===== src/rtl/binary_mul_9_1_bi.sv =====
// binary_mul_9_1_bi: signed 9x9 multiplier with a single registered output.
// Radix-4 Booth encoding of B produces five partial products, which a
// carry-save tree reduces to two vectors before a final carry-propagate add.
// Everything is kept at 17 bits, so the result is the product mod 2^17.
// The one out-of-range case, (-256)*(-256), therefore wraps to 17'h10000.
module binary_mul_9_1_bi (
    input  logic        clk,
    input  logic        rst_n,   // active-high despite the name: 1 = in reset
    input  logic        en,
    input  logic [8:0]  A,
    input  logic [8:0]  B,
    output logic [16:0] P
);

    // B with the implicit zero below bit 0 and one extra sign bit on top,
    // so five overlapping 3-bit Booth windows cover it exactly.
    logic [10:0] b_ext;
    assign b_ext = {B[8], B, 1'b0};

    // A and 2A as 10-bit signed magnitudes for the Booth selectors.
    logic [9:0] a_x1;
    logic [9:0] a_x2;
    assign a_x1 = {A[8], A};
    assign a_x2 = {A, 1'b0};

    logic [16:0] pp [5];

    // Booth digit decode and partial-product generation, one per window.
    for (genvar g = 0; g < 5; g++) begin : g_booth
        logic        hi, mid, lo;
        logic        neg, one, two;
        logic [9:0]  mag;
        logic [16:0] ext;
        logic [16:0] signed_pp;

        assign hi  = b_ext[2*g+2];
        assign mid = b_ext[2*g+1];
        assign lo  = b_ext[2*g];

        assign neg = hi;
        assign one = mid ^ lo;
        assign two = (hi & ~mid & ~lo) | (~hi & mid & lo);

        assign mag       = one ? a_x1 : (two ? a_x2 : 10'd0);
        assign ext       = {{7{mag[9]}}, mag};
        assign signed_pp = neg ? (17'd0 - ext) : ext;
        assign pp[g]     = signed_pp << (2 * g);
    end

    // 3:2 compressor layers; carry vectors are pre-shifted, bit 16 carries
    // out of the 17-bit field are discarded (mod 2^17 arithmetic).
    logic [16:0] s1, c1, s2, c2, s3, c3;

    // First layer compresses pp0..pp2, second layer pp3, pp4 and s1.
    always_comb begin
        s1 = pp[0] ^ pp[1] ^ pp[2];
        c1 = '0;
        for (int k = 1; k < 17; k++) begin
            c1[k] = (pp[0][k-1] & pp[1][k-1]) | (pp[0][k-1] & pp[2][k-1])
                  | (pp[1][k-1] & pp[2][k-1]);
        end
        s2 = pp[3] ^ pp[4] ^ s1;
        c2 = '0;
        for (int k = 1; k < 17; k++) begin
            c2[k] = (pp[3][k-1] & pp[4][k-1]) | (pp[3][k-1] & s1[k-1])
                  | (pp[4][k-1] & s1[k-1]);
        end
    end

    // Final compression layer down to a sum/carry pair.
    always_comb begin
        s3 = c1 ^ s2 ^ c2;
        c3 = '0;
        for (int k = 1; k < 17; k++) begin
            c3[k] = (c1[k-1] & s2[k-1]) | (c1[k-1] & c2[k-1])
                  | (s2[k-1] & c2[k-1]);
        end
    end

    logic [16:0] prod;
    assign prod = s3 + c3;

    logic [16:0] p_q;
    logic [16:0] p_d;

    // Next value of the output register: capture when enabled, else hold.
    always_comb begin
        p_d = p_q;
        if (en) begin
            p_d = prod;
        end
    end

    // Output register with asynchronous clear taking priority over enable.
    always_ff @(posedge clk or posedge rst_n) begin
        if (rst_n) begin
            p_q <= '0;
        end else begin
            p_q <= p_d;
        end
    end

    assign P = p_q;

endmodule


===== config.mk =====
export PLATFORM = sky130hd
export DESIGN_NAME = binary_mul_9_1_bi
export DESIGN_NICKNAME = d
export VERILOG_FILES = /design/src/rtl/binary_mul_9_1_bi.sv
export SDC_FILE = /design/constraint.sdc
export NUM_CORES = 1
export LEC_CHECK = 0
export BUFFER_PORTS_ARGS = -buffer_cell sky130_fd_sc_hd__buf_2
export CAP_MARGIN = 0
export CELL_PAD_IN_SITES_DETAIL_PLACEMENT = 0
export CELL_PAD_IN_SITES_GLOBAL_PLACEMENT = 1
export CORE_MARGIN = 2
export CORE_UTILIZATION = 45
export CTS_CLUSTER_SIZE = 28
export DETAILED_ROUTE_END_ITERATION = 8
export PLACE_DENSITY_LB_ADDON = 0.1
export SLEW_MARGIN = 20
export SYNTH_ARGS = -nofsm -noshare
export SYNTH_HDL_FRONTEND = slang
export SYNTH_SLANG_ARGS = --single-unit

===== constraint.sdc =====
create_clock -name clk -period 2.35 [get_ports clk]
set_clock_uncertainty 0.05 [all_clocks]
set_input_delay 0.3525 -clock clk [delete_from_list [all_inputs] [get_ports clk]]
set_output_delay 0.3525 -clock clk [all_outputs]
set_load 0.02 [all_outputs]

==> flow_summary.json <==
{
  "status": "finished, violations left",
  "violations": "setup timing",
  "slew_violations": 0,
  "worst_pin_slew_ps": 652,
  "largest_register_ffs": 17,
  "cts_root_buffer": "clkbuf_8",
  "pwr-share-comb": 0.880,
  "cp-start-kind": "primary input",
  "ys.warnings.count": 0,
  "cp.arrival_ps": 5470,
  "power_density_nw_per_um2": 890,
  "reg2reg_slack_ps": 1480,
  "tns_ps": -29090,
  "ys_seq_elements": 17,
  "critPathLaunch": "B[4]",
  "vdd_drop_max_uv": 1290,
  "synth_edf_count": 0,
  "place_area_sq_um": 5980,
  "whs_ps": 126,
  "timing.rr.start": "P[16]",
  "period_minus_slack_ps": 5370,
  "post-synth-top-area-fraction": 0.133,
  "async_flop_share": 1.00,
  "vias_per_cell": 5.64,
  "syn_inst": 599,
  "initial_core_util": 0.469,
  "wl_per_cell_um": 17.5,
  "grt_max_degree": 29,
  "critPathRequiredTime_ps": 2450,
  "power_frac_seq": 0.083,
  "synth.largest_area_cell": "fa_1",
  "rsz0062_at_grt": "yes",
  "critical_path_buf_inv_count": 5,
  "ios": 38,
  "multi_input_area_sq_um": 4110,
  "worst_slack_ps": -3020,
  "power_frac_clock": 0.037,
  "gp_congestion": 0.950,
  "min_period_over_period": 2.29,
  "end_kind": "flip-flop",
  "r2r_end": "P[16]",
  "grt_usage": 0.311,
  "firstDrtPassIters": 5,
  "port_buffers": 37,
  "insertion_delay_ps": 260,
  "layout.nets": 874,
  "setup_violations": 13,
  "synth_cell_type_count": 73,
  "power_mw": 6.02,
  "finalHoldViolations": 0,
  "hold_path_class": "primary input to async pin",
  "avgSynthCellArea_sq_um": 7.30,
  "grt_pass1_vias": 5061,
  "synth-seq-area-share": 0.0973,
  "die_h_um": 103,
  "diodes": 0,
  "path_depth": 24,
  "die_x_um": 103,
  "drtIter0Drc": 244,
  "grt_pass1_wl_mm": 25.5,
  "cts_max_path_buffers": 2,
  "htree_num_levels": 1,
  "overflow": 0,
  "drv_cap": 0,
  "yosys_most_used_dff": "dfrtp_1",
  "crit_end": "P[16]",
  "synth.cell_area_sq_um": 4370,
  "design.die.area_sq_um": 10500,
  "antenna_found_initial": 0,
  "crit_fanout": 4,
  "p_leak_nw": 3.20,
  "rows": 35,
  "crit_chain": "buf_8 > and3b_2 > a21o_1 > a22oi_2 > ha_4 > buf_6 > buf_6 > nand2_2 > a221o_1 > mux2i_1 > a221o_1 > fa_1 > inv_2 > fa_1 > fa_1 > inv_2 > ha_4 > a21o_1 > nand2_2 > a211oi_1 > or3_4 > a21o_4 > a21o_1 > a31o_1",
  "routed_wl_mm": 16.2,
  "post-place-ws_ps": -3290,
  "drive_gt1_frac": 0.432,
  "crit_family": "adder cells",
  "synthTopCellsByArea": "fa_1 13%, dfrtp_1 9.7%, nand2_1 7.4%, ha_1 7.2%, o21ai_0 5.7%",
  "critPathMaxStageDelay_ps": 530,
  "slew_headroom": 0.561,
  "switching_share": 0.431,
  "final_cell_area_sq_um": 6760,
  "vias": 5225,
  "cts_made_buffers": 3,
  "final.fill_count": 749,
  "drcViolationCount": 0,
  "ant_nets": 0,
  "clkTransAtPathRegs_ps": 70,
  "hpwl_mm": 12.4,
  "cpMaxStageDelayCell": "fa_1",
  "synthToLayoutAreaGrowth_pct": 54.5,
  "max_freq_mhz": 186,
  "internal_power_mw": 3.42,
  "cts_tree": "done",
  "synth_fp_nets": 674,
  "seq_area_sq_um": 425,
  "crit_type": "primary input to flip-flop",
  "cts.sinks": 17,
  "fp.coreArea_sq_um": 9330,
  "reg2regPathDepth": 2,
  "netSwitchingPower_mw": 2.59
}
[stage by stage]
step	utilization	std cells
finish	0.725	927
global route	0.725	927
CTS	0.697	913
detailed placement	0.641	898
global placement	0.641	898
floorplan	-	599
[worst min-delay path by stage]
stage,slack [ps],cells after the start,from,to
2_1_floorplan,230,1,rst_n,P[0]
3_3_place_gp,390,2,rst_n,P[14]
3_5_place_dp,420,2,rst_n,P[13]
4_1_cts,140,2,rst_n,P[13]
6_report,130,2,rst_n,P[8]
5_1_grt,180,2,rst_n,P[16]
[what timing repair did]
item,4_1_cts,5_1_grt
endpoints found under the hold margin,0,0
endpoints found under the setup margin,14,14
gates resized for setup,90,33
hold buffers,0,0
setup buffers,12,19
pin swaps,47,46
[metal layers]
layer / vias to the layer above / routed length, um / part of all wire / global-route usage
li1: 2515 / - / - / -
met1: 2505 / 7150 / 0.44 / 0.423
met4: 0 / 493 / 0.030 / 0.102
met3: 36 / 695 / 0.043 / 0.0339
met2: 169 / 7910 / 0.49 / 0.517
met5: - / 0 / 0 / 0
[cell usage after synthesis, types with 6 or more instances]
| library cell | count |
|---|---|
| a211oi_1 | 7 |
| a21o_1 | 13 |
| a21oi_1 | 46 |
| a22oi_1 | 7 |
| and2_1 | 6 |
| buf_1 | 8 |
| clkbuf_1 | 31 |
| dfrtp_1 | 17 |
| fa_1 | 29 |
| ha_1 | 25 |
| inv_1 | 36 |
| mux2_2 | 15 |
| mux2i_1 | 7 |
| nand2_1 | 86 |
| nand2b_1 | 9 |
| nand3_1 | 12 |
| nor2_1 | 38 |
| nor2b_1 | 7 |
| nor3_1 | 6 |
| o211ai_1 | 7 |
| o21ai_0 | 50 |
| o21ai_1 | 9 |
| o22ai_1 | 8 |
| or3_1 | 7 |
| xnor2_1 | 20 |
| xor2_1 | 12 |
[layout make-up]
cell class / instances / area share
flip-flops and latches: 17 / 0.0629
inverters: 38 / 0.0215
clock buffers: 4 / 0.00666
repair buffers: 240 / 0.277
well taps: 129 / 0.0239
multi-input cells: 499 / 0.608
[cell families (layout without fill, tap and decap cells)]
kind of cell | after synthesis | in the layout | share of synthesized area
XOR/XNOR | 33 | 33 | 0.0704
AO/OA/AOI/OAI | 199 | 199 | 0.295
buffers and inverters | 83 | 282 | 0.0755
multiplexers | 22 | 22 | 0.0546
adder cells (fa/ha/maj) | 54 | 54 | 0.204
flip-flops | 17 | 17 | 0.0973
AND/OR/NAND/NOR | 191 | 191 | 0.203
[placed cells by master, fill, tap and decap left out, drive strengths merged, types with 15 or more instances in the layout]
master  count
buf       240
nand2      86
o21ai      60
a21oi      46
nor2       39
inv        37
fa         29
ha         25
xnor2      20
dfrtp      17
a21o       15
mux2       15
[power by group through the flow]
stage	clock network (mW)	registers, mW	logic, mW
global route	0.242	0.513	5.79
global placement	0	0.492	4.22
floorplan	0	0.665	2.65
detailed placement	0	0.501	4.31
finish	0.223	0.502	5.29
CTS	0.227	0.499	4.90
[worst reg2reg max path, delay by kind of cell (launching register included)]
kind,cells,cell delay (ps)
flip-flops,1,380
AND/OR/NAND/NOR,1,130
AO/OA/AOI/OAI,1,200
No activity file was read; power rests on OpenSTA's default activity.
